`src/rtl/rr_mux_arbiter8.sv`:
```
`default_nettype none
// ---------------------------------------------------------------------------
// rr_mux_arbiter8 : round-robin, hold-limited owner of the shared 8:1 mux select
// Revision 1.0
// ---------------------------------------------------------------------------
module rr_mux_arbiter8 #(
  parameter int MAX_HOLD = 16,
  parameter int CNT_W    = 5
) (
  input  logic       CLK,
  input  logic       RST_N,
  input  logic       ARB_EN,
  input  logic [7:0] REQ,
  output logic [7:0] GNT,
  output logic [2:0] SEL,
  output logic       BUSY,
  output logic       PREEMPT
);

  localparam logic [CNT_W-1:0] c_max_hold = CNT_W'(MAX_HOLD);

  typedef enum logic [1:0] {
    S_IDLE  = 2'd0,
    S_GRANT = 2'd1,
    S_GAP   = 2'd2
  } state_t;

  state_t           r_state, w_state_nxt;
  logic [2:0]       r_ptr, w_ptr_nxt;
  logic [2:0]       r_owner, w_owner_nxt;
  logic [2:0]       r_sel, w_sel_nxt;
  logic [CNT_W-1:0] r_cnt, w_cnt_nxt;
  logic [7:0]       r_gnt, w_gnt_nxt;
  logic             r_preempt, w_preempt_nxt;

  logic [15:0]      w_shift;
  logic [7:0]       w_rot;
  logic [2:0]       w_off;
  logic [2:0]       w_winner;
  logic [7:0]       w_others;

  // Rotate so that index r_ptr lands at bit 0; the lowest set bit is then the winner.
  assign w_shift  = {REQ, REQ} >> r_ptr;
  assign w_rot    = w_shift[7:0];
  assign w_winner = r_ptr + w_off;
  assign w_others = REQ & ~(8'd1 << r_owner);

  always_comb begin
    w_off = 3'd0;
    for (int i = 7; i >= 0; i--) begin
      if (w_rot[i]) w_off = 3'(i);
    end
  end

  always_comb begin
    w_state_nxt   = r_state;
    w_ptr_nxt     = r_ptr;
    w_owner_nxt   = r_owner;
    w_cnt_nxt     = r_cnt;
    w_gnt_nxt     = r_gnt;
    w_sel_nxt     = r_sel;
    w_preempt_nxt = 1'b0;
    case (r_state)
      S_IDLE, S_GAP: begin
        w_gnt_nxt = 8'd0;
        if (ARB_EN && (|REQ)) begin
          w_state_nxt = S_GRANT;
          w_owner_nxt = w_winner;
          w_gnt_nxt   = 8'd1 << w_winner;
          w_sel_nxt   = w_winner;
          w_cnt_nxt   = CNT_W'(1);
        end else begin
          w_state_nxt = S_IDLE;
        end
      end
      S_GRANT: begin
        if (!REQ[r_owner]) begin
          w_state_nxt = S_GAP;
          w_gnt_nxt   = 8'd0;
          w_ptr_nxt   = r_owner + 3'd1;
        end else if ((r_cnt == c_max_hold) && (|w_others)) begin
          w_state_nxt   = S_GAP;
          w_gnt_nxt     = 8'd0;
          w_ptr_nxt     = r_owner + 3'd1;
          w_preempt_nxt = 1'b1;
        end else if (r_cnt != c_max_hold) begin
          w_cnt_nxt = r_cnt + CNT_W'(1);
        end
      end
      default: begin
        w_state_nxt = S_IDLE;
        w_gnt_nxt   = 8'd0;
      end
    endcase
  end

  always_ff @(posedge CLK or negedge RST_N) begin
    if (!RST_N) begin
      r_state   <= S_IDLE;
      r_ptr     <= 3'd0;
      r_owner   <= 3'd0;
      r_cnt     <= '0;
      r_gnt     <= 8'd0;
      r_sel     <= 3'd0;
      r_preempt <= 1'b0;
    end else begin
      r_state   <= w_state_nxt;
      r_ptr     <= w_ptr_nxt;
      r_owner   <= w_owner_nxt;
      r_cnt     <= w_cnt_nxt;
      r_gnt     <= w_gnt_nxt;
      r_sel     <= w_sel_nxt;
      r_preempt <= w_preempt_nxt;
    end
  end

  assign GNT     = r_gnt;
  assign SEL     = r_sel;
  assign BUSY    = (r_state == S_GRANT);
  assign PREEMPT = r_preempt;

endmodule
`default_nettype wire

```
`config.mk`:
```
export PLATFORM = sky130hd
export DESIGN_NAME = rr_mux_arbiter8
export DESIGN_NICKNAME = d
export VERILOG_FILES = /design/src/rtl/rr_mux_arbiter8.sv
export SDC_FILE = /design/constraint.sdc
export NUM_CORES = 1
export LEC_CHECK = 0
export BUFFER_PORTS_ARGS = -buffer_cell sky130_fd_sc_hd__buf_2
export CAP_MARGIN = 0
export CORE_MARGIN = 1.5
export CORE_UTILIZATION = 58
export CTS_CLUSTER_DIAMETER = 200
export DETAILED_ROUTE_END_ITERATION = 8
export GPL_ROUTABILITY_DRIVEN = 0
export PLACE_DENSITY_LB_ADDON = 0.3
export SYNTH_ARGS = -nofsm -noshare
export SYNTH_HDL_FRONTEND = slang
export SYNTH_SLANG_ARGS = --single-unit
```
`constraint.sdc`:
```
create_clock -name CLK -period 4.41 [get_ports CLK]
set_input_delay 0.441 -clock CLK [delete_from_list [all_inputs] [get_ports CLK]]
set_output_delay 0.441 -clock CLK [all_outputs]
set_load 0.02 [all_outputs]
```
== Word-level counts from Yosys, hierarchy flattened ==
Cells that the tools add are included.
Word-level totals
  output and inout port bits: 13
  register bits: 22
Cells by class
  $add $sub $neg: 3
  multiplexer cells: 28
  reductions and logical operators: 10
  equal/unequal tests: 10
  shift operators: 3
  $lt $le $gt $ge: 1
  bitwise operators: 2
Operators by type and width (count)
  $mux 3: 10
  $mux 8: 3
  $mux 5: 4
  $pmux 8 s2: 1
  $reduce_or 8->1: 2
  $shl 1x3->8 const A: 2
  $shr 16x3->8: 1
  $pmux 5 s2: 1
  $and 8x8->8: 1
  $not 8->8: 1
  $ne 2x1->1 const B: 3
  $add 5x1->5 const B: 1
  $eq 5x5->1 const B: 1
  $mux 1: 5
  $ne 5x5->1 const B: 1
  $reduce_and 5->1: 1
  $lt 3x4->1 const B: 1
  $mux 2: 2
  $ne 2x2->1 const B: 2
  $pmux 2 s2: 1
  $reduce_and 2->1: 2
  $add 3x1->3 const B: 1
  $add 3x3->3: 1
  $bmux 1 s3: 1
  7 further kinds: 8

== Longest topological paths before layout ==
Gate-level depths: netlist (run 1).
  depth in word-level cells: 13
  depth in mapped cells: 14
  depth with buffers taken out: 13

== Worst setup path before layout (run 1) ==
No wires, ideal clock.
  path type: register to register
  from: register r_ptr[0]
  to: register r_gnt[6] (netlist: GNT[6])
  data required time: 4.341 ns
  stages on the path, launching flop included: 15
  path slack: 1.238 ns
  arrival time: 3.104 ns
  path through: dfrtp_1 buf_6 buf_4 mux4_2 o21ai_1 o21ai_1 a211oi_1 a211oi_2 ha_1 fa_1 inv_1 or2_1 nor3_1 o21ai_0 nand3_1
On the way
  word-level cells in the longest chain between the ends: 13
RTL lines
  from (decl): RTL line 29  | logic [2:0] r_ptr, w_ptr_nxt;
  from (signal assigned): RTL line 108  | r_ptr <= w_ptr_nxt;
  $shr 16x3->8: RTL line 43  | assign w_shift = {REQ, REQ} >> r_ptr;
  $mux 3 (8 in a row): RTL line 51  | if (w_rot[i]) w_off = 3'(i);
  $add 3x3->3 *: RTL line 45  | assign w_winner = r_ptr + w_off;
  via w_winner[1]: RTL line 39  | logic [2:0] w_winner;
  $shl 1x3->8 *: RTL line 69  | w_gnt_nxt = 8'd1 << w_winner;
  $mux 8 *: RTL line 66  | if (ARB_EN && (|REQ)) begin
  $pmux 8 s2 *: RTL line 63  | case (r_state)
  to (signal assigned): RTL line 111  | r_gnt <= w_gnt_nxt;
  to (decl): RTL line 33  | logic [7:0] r_gnt, w_gnt_nxt;
Mark *: on every way through the listed nets, which the timed path passes. The rest lies on a longest branch.
A chain may end at the register's enable or synchronous reset.

== Worst setup path in the final report (run 1) ==
Ends and elaborated chain as after synthesis.

==> flow_summary.toml, run 1 <==
[outcome]
outcome = "finished, final reports clean"

[floorplanning]
die_h_um = 61.3
die_x_um = 61.3
die_area_mm2 = 0.00375
start_util_pct = 62.9
io_pins = 24
rows = 20
fp.coreArea_mm2 = 0.00313

[drt]
drtIter0Drc = 138
num_vias = 1638
drc = 0
routedWlPerCell_um = 14.9
via_per_inst = 6.00
antenna_left = 0
drtPass1Iterations = 4
wl_um = 4080

[clocking]
postCtsSetupRepairBufs = 0
clockRootBuffer = "clkbuf_4"
clockBufferDepth = 2
holdBufCountCts = 0
post_cts_resized = 0
clock_latency_ps = 310
path_clk_slew_ps = 120
cts_sinks = 22
cts_made_buffers = 3
cts-htree-levels = 1
cts_tree = "built"

[power_and_ir_drop]
combPwrFrac_pct = 59.8
swShare_pct = 48.5
p_leak_nw = 0.939
power_frac_seq_pct = 29.2
clkPwrFrac_pct = 11.1
p_int_mw = 0.720
power_density_mw_per_mm2 = 663
max-vdd-ir-drop_uv = 400
power_switching_mw = 0.679

[synth]
synth.top_cell.area_share_pct = 28.0
yosysUniqueCellTypes = 59
synth_ff_type = "dfrtp_1"
syn-mean-instance-area_um2 = 9.15
ys_ff_latch = 22
synth_edf_count = 0
synth_area_leaders = "dfrtp_1, mux4_2, ha_1"
synthArstFlopShare_pct = 100
yosysSeqAreaShare_pct = 28.0
syn_area_mm2 = 0.00197
syn-num-nets = 236
synthCells = 215
yosysTopAreaCell = "dfrtp_1"
yosys_warnings = 0

[sta]
finalClockSkew_ps = 3.35
drv_slew = 0
max_freq_mhz = 267
tightest_slew_ps = 797
setup_violations = 0
setup_slack_ps = 664
fin_crit_ps = 3750
hold_violations = 0
period_share_pct = 84.9
tns_ps = 0
slew_headroom_pct = 46.9
rsz0062_at_grt = "false"

[layout]
multi_input_area_mm2 = 0.00129
regArea_um2 = 551
fin_util_pct = 67.4
drive_gt1_share_pct = 23.6
fillers = 265
fin_nets = 251
num_antenna_cells = 0
syn_to_final_growth_pct = 7.18
fin_area_mm2 = 0.00211

[placed_design]
place_ws_ps = 689
numPortBuffers = 23
post-dp-hpwl_um = 3000
dpl_cell_area_mm2 = 0.00206

[min_path]
hold_path.class = "in -> async"

[critical_path]
r2r_end = "GNT[6]"
rr_startpoint = "r_ptr[0]"
slowest_delay_ps = 880
cp-end-kind = "register"
crit_fanout = 21
worst_path_max_delay_cell = "dfrtp_1"
crit_type = "reg -> reg"
arrival_ps = 4010
rr_worst_depth = 12
worstPathRequired_ps = 4670
path_cells = "mux4_2, a21oi_1, o21ai_1, a211oi_1, a211oi_2, ha_1, fa_1, inv_1, or2_1, nor3_1, o21ai_0, nand3_1"
crit_path_start_kind = "register"
rrSetupSlack_ps = 660

[global_routing]
grt_pass1_vias = 1479
grt-ovfl-total = 0
grt_antenna_before_repair = 0
grt_pass1_wl_um = 6790
grt.total_usage_pct = 24.0
grt_max_degree = 24

[job]
cap_violations = 0
==> routing by layer <==
metal | GRT usage, % | part of all wire (%) | wire [µm] | vias up
met4 | 3.11 | 0.29 | 12 | 0
met2 | 40.1 | 47 | 1930 | 29
met1 | 34.1 | 49 | 2000 | 790
met3 | 3.78 | 3.5 | 142 | 2
met5 | 0 | 0 | 0 | -
li1 | - | - | - | 817
==> stage by stage <==
step,hold WS [ps],power (mW),std cells
finish,64.7,1.40,273
CTS,76.5,1.40,273
floorplan,145,1.08,215
detailed placement,430,1.24,269
global route,88.0,1.53,273
global placement,429,1.22,269
==> cell families after synthesis <==
kind of cell | after synthesis | share of synthesized area (%)
XOR/XNOR | 3 | 1.34
buffers and inverters | 26 | 6.61
AND/OR/NAND/NOR | 87 | 23.5
adder cells (fa/ha/maj) | 10 | 6.74
flip-flops | 22 | 28.0
AO/OA/AOI/OAI | 49 | 19.3
multiplexers | 18 | 14.6
==> worst max-delay path: cells and delay by family (launching register included) <==
kind | cells | cell delay (ps)
muxes | 1 | 620
and+or+nand+nor | 3 | 600
DFF | 1 | 880
buffers and inverters | 1 | 50
AOI/OAI and AO/OA | 5 | 770
adders and majority gates | 2 | 770
==> registers in the layout, indices dropped and copies added (netlist names) <==
name     cells
r_ptr        3
SEL          3
r_state      2
r_cnt        5
PREEMPT      1
GNT          8
==> cell type report <==
cell class | instances | share of cell area [%]
flip-flops and latches | 22 | 26.1
well taps | 44 | 2.61
clock inverters | 1 | 1.42
inverters | 13 | 2.31
clock buffers | 3 | 1.07
multi-input cells | 167 | 61.0
repair buffers | 23 | 5.46
==> how the worst max path moves through the flow <==
| stage | cells past startpoint | end | startpoint |
|---|---|---|---|
| after floorplan | 14 | GNT[6] | r_ptr[0] |
| after global placement | 12 | GNT[6] | r_ptr[0] |
| after detailed placement | 12 | GNT[6] | r_ptr[0] |
| after CTS | 12 | GNT[6] | r_ptr[0] |
| after global routing | 12 | GNT[6] | r_ptr[0] |
| final | 12 | GNT[6] | r_ptr[0] |
==> power groups by stage <==
stage	logic (mW)	clock network, mW	registers [mW]
global placement	0.814	0	0.407
floorplan	0.712	0	0.372
global route	0.938	0.166	0.426
detailed placement	0.832	0	0.409
finish	0.836	0.155	0.408
CTS	0.837	0.157	0.405
==> synthesized netlist by cell type, types with 2 or more instances <==
| master | number |
|---|---|
| a211oi_2 | 2 |
| dfrtp_1 | 22 |
| nor4_1 | 2 |
| xnor2_1 | 2 |
| and2_1 | 2 |
| nor3_1 | 9 |
| a21boi_0 | 3 |
| and3_1 | 2 |
| a211oi_1 | 2 |
| mux4_2 | 7 |
| buf_2 | 5 |
| buf_6 | 3 |
| mux2_2 | 2 |
| clkbuf_1 | 3 |
| nor2_1 | 12 |
| a211o_1 | 2 |
| nand2b_1 | 3 |
| a21oi_1 | 5 |
| inv_1 | 11 |
| a21o_1 | 2 |
| ha_1 | 9 |
| mux2_1 | 3 |
| nand2_1 | 22 |
| o21ai_0 | 12 |
| o31ai_2 | 2 |
| nand4_1 | 2 |
| mux2i_1 | 5 |
| o21ai_1 | 5 |
| nand3_1 | 22 |
| a21oi_2 | 3 |
==> placed cells by master (no fill, tap or decap), drive strengths merged, types with 4 or more instances in the layout <==
master	count
buf	23
nand3	23
dfrtp	22
nand2	22
o21ai	18
nor2	12
inv	12
nor3	10
ha	9
a21oi	8
mux4	7
mux2i	6
mux2	5
a211oi	4
No activity file was read; power rests on OpenSTA's default activity.
==> run 2: changes to the inputs <==
Clock period 4.41 ns to 3.75 ns, I/O delays scaled along.
==> run 2 against run 1 <==
Compared with the run above:
- combinational power increased by 27%
- utilization increased by 0.72 points
- clock power increased by 17%
- register-to-register slack got worse by 340 ps
- worst hold slack got worse by 63 ps
- via count increased by 2.4%
- sequential share of layout area decreased by 0.28 points
==> flow_summary.toml, run 2 (synthesis results as in run 1) <==
[floorplanning]
rows = 20
start_util_pct = 62.9
io_pins = 24
die_area_mm2 = 0.00375
die_h_um = 61.3
die_x_um = 61.3
fp.coreArea_mm2 = 0.00313

[critical_path]
arrival_ps = 3680
rr_worst_depth = 14
crit_fanout = 12
startpoint = "r_ptr[0]"
worstPathRequired_ps = 4010
crit_path_start_kind = "register"
crit_type = "reg -> reg"
rr_startpoint = "r_ptr[0]"
cp-end-kind = "register"

[clocking]
postCtsSetupRepairBufs = 0
clockRootBuffer = "clkbuf_4"
post_cts_resized = 0
cts_tree = "built"
cts_sinks = 22
cts-htree-levels = 1
cts_made_buffers = 3
path_clk_slew_ps = 120
clockBufferDepth = 2
holdBufCountCts = 0
clock_latency_ps = 310

[sta]
tns_ps = 0
drv_slew = 0
finalClockSkew_ps = 3.79
setup_slack_ps = 321
fin_crit_ps = 3430
period_share_pct = 91.4
rsz0062_at_grt = "false"
hold_violations = 0
max_freq_mhz = 292
slew_headroom_pct = 61.2
tightest_slew_ps = 582
setup_violations = 0

[layout]
fin_nets = 254
fin_util_pct = 68.2
syn_to_final_growth_pct = 8.33
final_common_cell = "buf_2"
drive_gt1_share_pct = 24.6
num_antenna_cells = 0
largest_reg_flops = 8
fillers = 263
final_cell_mix = "buf_2, dfrtp_1, nand3_1, nand2_1"

[power_and_ir_drop]
p_leak_nw = 0.954
total_power_mw = 1.67
power_density_mw_per_mm2 = 785
max-vdd-ir-drop_uv = 484

[drt]
num_vias = 1677
via_per_inst = 6.08
wl_um = 4140
routedWlPerCell_um = 15.0
drtPass1Iterations = 4
antenna_left = 0
drc = 0
drtIter0Drc = 186

[outcome]
outcome = "finished, final reports clean"

[placed_design]
place_ws_ps = 350
post-dp-hpwl_um = 3150
numPortBuffers = 23

[job]
cap_violations = 0

[global_routing]
grt-ovfl-total = 0
grt.total_usage_pct = 25.1
grt_max_degree = 23
grt_pass1_wl_um = 7020
grt_pass1_vias = 1539
grt_antenna_before_repair = 0

[min_path]
hold_path.class = "in -> async"
==> run 2: cell count changes in the layout (fill, tap and decap cells not counted) <==
cell   change
buf_4      +3
==> run 2: metal layers <==
layer	vias to the layer above	global-route usage [%]	part of all wire, %
met5	-	0	0
met4	0	8.07	1.4
met3	9	3.99	4.9
met2	53	40.6	47
met1	795	34.8	47
li1	820	-	-
==> run 2: final timing paths <==
| path | end | slack [ps] |
|---|---|---|
| worst max-delay path | GNT[6] | 320 |
| worst min-delay path | GNT[1] | 2 |
| worst max register to register | GNT[6] | 320 |
| worst min register to register | GNT[5] | 510 |
| max in group asynchronous | SEL[0] | 3420 |
| min in group CLK | GNT[5] | 510 |
==> run 2: power breakdown <==
part / internal [mW] / switching, mW / total [mW]
combinational: 0.444 / 0.617 / 1.06
clock: 0.108 / 0.0728 / 0.181
sequential: 0.315 / 0.117 / 0.432
==> run 2: stage by stage <==
step | cell area [µm²] | instances | hold WS [ps]
final | 2130 | 276 | 2.19
after global routing | 2130 | 276 | 29.4
after floorplan | 1970 | 215 | 79.4
after CTS | 2130 | 276 | 9.93
after detailed placement | 2080 | 272 | 364
after global placement | 2080 | 272 | 359
==> run 2: area by class of cell <==
type                    instances  area [µm²]  area share (%)
clock inverters                 1        30.0            1.41
inverters                      13        48.8            2.29
flip-flops and latches         22         551            25.8
multi-input cells             167        1290            60.4
clock buffers                   3        22.5            1.06
well taps                      44        55.1            2.58
repair buffers                 26         138            6.46
==> run 2: critical path, stage by stage, from the launching register on <==
cell and delay [ps]:
dfrtp_1 550, buf_4 260, nor2b_2 200, a21oi_1 80, a21oi_1 260, o21ai_1 110, a211oi_1 320, a211oi_2 70
ha_1 210, fa_1 560, inv_1 60, or2_1 280, nor3_1 190, o21ai_0 120, nand3_1 100
==> run 3: changes to the inputs <==
Settings changed: ABC_AREA from default to 1, ABC_CLOCK_PERIOD_IN_PS from default to 3750, BUFFER_PORTS_ARGS -buffer_cell sky130_fd_sc_hd__buf_2 to default, CORE_UTILIZATION 58 to 63, DONT_BUFFER_PORTS from default to 1.
==> run 3 against run 2 <==
Compared with the run above:
- clock skew grew 4.4 ps
- power shrank 5.9%
- via count shrank 3.0%
- final cell count grew 2.2%
- largest cell class unchanged
- highest routed layer unchanged
==> flow_summary.toml, run 3 <==
[clocking]
postCtsSetupRepairBufs = 0
cts_tree = "built"
path_clk_slew_ps = 120
clock_latency_ps = 310
cts_made_buffers = 3
clockRootBuffer = "clkbuf_4"
holdBufCountCts = 1
clockBufferDepth = 2
post_cts_resized = 0
cts_sinks = 22
cts-htree-levels = 1

[sta]
tns_ps = 0
period_share_pct = 80.9
fin_crit_ps = 3030
tightest_slew_ps = 961
hold_violations = 0
rsz0062_at_grt = "false"
slew_headroom_pct = 35.7
setup_slack_ps = 718
max_freq_mhz = 330
drv_slew = 0
finalClockSkew_ps = 8.15
hold_ws_ps = 403
setup_violations = 0

[floorplanning]
io_pins = 24
fp.coreArea_mm2 = 0.00276
die_h_um = 57.0
rows = 19
start_util_pct = 66.7
die_area_mm2 = 0.00325
die_x_um = 57.0

[synth]
yosys_warnings = 0
synthCells = 251
synth_area_leaders = "dfrtp_1, nand2_1, nand3_1"
ys_ff_latch = 22
synth_ff_type = "dfrtp_1"
synth_most_common_cell = "nand2_1"
yosysUniqueCellTypes = 33
synth.top_cell.area_share_pct = 29.9
synthArstFlopShare_pct = 100
synth_edf_count = 0
syn-mean-instance-area_um2 = 7.33
netlist_top_cells_count = "nand2_1, nand3_1, dfrtp_1"
syn-num-nets = 272
syn_area_mm2 = 0.00184
yosysTopAreaCell = "dfrtp_1"
yosysSeqAreaShare_pct = 29.9

[drt]
drc = 0
drtPass1Iterations = 4
wl_um = 3740
drtIter0Drc = 82
routedWlPerCell_um = 13.3
via_per_inst = 5.77
num_vias = 1626
antenna_left = 0

[global_routing]
grt_pass1_wl_um = 6860
grt_antenna_before_repair = 0
grt.total_usage_pct = 26.0
grt_pass1_vias = 1558
grt-ovfl-total = 0
grt_max_degree = 23

[critical_path]
crit_path_start_kind = "register"
worstPathRequired_ps = 3960
arrival_ps = 3240
cp-end-kind = "register"
crit_type = "reg -> reg"
rr_worst_depth = 17
crit_fanout = 12

[layout]
syn_to_final_growth_pct = 1.84
drive_gt1_share_pct = 17.5
final_common_cell = "nand2_1"
num_antenna_cells = 0
fin_nets = 274
fillers = 246
largest_reg_flops = 8
final_cell_mix = "nand2_1, nand3_1, dfrtp_1"

[min_path]
min_path_cells = 6
hold_path.class = "in -> reg"

[job]
cap_violations = 0

[placed_design]
place_ws_ps = 780
post-dp-hpwl_um = 2960
numPortBuffers = 0

[power_and_ir_drop]
p_leak_nw = 1.01
max-vdd-ir-drop_uv = 582
power_density_mw_per_mm2 = 841

[outcome]
outcome = "finished, final reports clean"
run 3: worst paths after layout:
path	end	startpoint	slack (ps)
setup / recovery	GNT[5]	r_ptr[2]	720
hold / removal	SEL[2]	ARB_EN	400
setup reg to reg	GNT[5]	r_ptr[2]	720
hold reg to reg	r_cnt[0]	r_cnt[0]	570
max in group asynchronous	SEL[1]	RST_N	2510
min in group asynchronous	GNT[2]	RST_N	650
run 3: area by class of cell:
cell class | count | area (µm²) | share of cell area [%]
clock buffer | 3 | 22.5 | 1.20
multi-input combinational | 199 | 1150 | 61.2
sequential | 22 | 551 | 29.4
tap | 31 | 38.8 | 2.07
inverter | 26 | 105 | 5.61
timing repair buffer | 1 | 10.0 | 0.534
run 3: cell families (layout without fill, tap and decap cells):
logic type | Yosys count | in the layout | share of synthesized area [%]
buf+inv | 30 | 30 | 7.75
flops | 22 | 22 | 29.9
compound gates | 20 | 20 | 5.92
xor+xnor | 4 | 4 | 1.91
simple gates | 165 | 165 | 47.3
fa+ha+maj | 10 | 10 | 7.21
run 3: critical path: stages, from the launching register on:
cell      delay [ps]
dfrtp_1          640
clkinv_1         350
nand3_1          180
nand2_1           90
nand2_1           70
nand2_1           50
nand2_1           50
nand2_1           40
nand2_1           50
a21boi_0          80
ha_1             200
fa_1             380
xor2_1           310
inv_1            130
nand3_4          140
nand2_4           80
nand2_1           60
nand2_1           50
run 3: report_power, final:
group | switching (mW) | total [mW] | leakage, nW | internal [mW]
clock | 0.0671 | 0.105 | 0.0138 | 0.0375
sequential | 0.174 | 0.485 | 0.291 | 0.311
combinational | 0.652 | 0.986 | 0.703 | 0.333
total | 0.893 | 1.58 | 1.01 | 0.682
run 3: stage by stage:
step	area, µm²	power [mW]	util (%)	instances
after CTS	1870	1.57	67.9	282
after detailed placement	1840	1.46	66.7	278
after floorplan	1840	1.32	-	251
after global placement	1840	1.44	66.7	278
final	1870	1.58	67.9	282
after global routing	1870	1.75	67.9	282
run 3: layer usage:
metal  wire [µm]  vias to the layer above  track usage, %
met5           0                        -               0
met4          50                        0            7.31
met3         137                        6            4.99
met2        1780                       31            42.0
met1        1770                      770            36.0
li1            -                      819               -
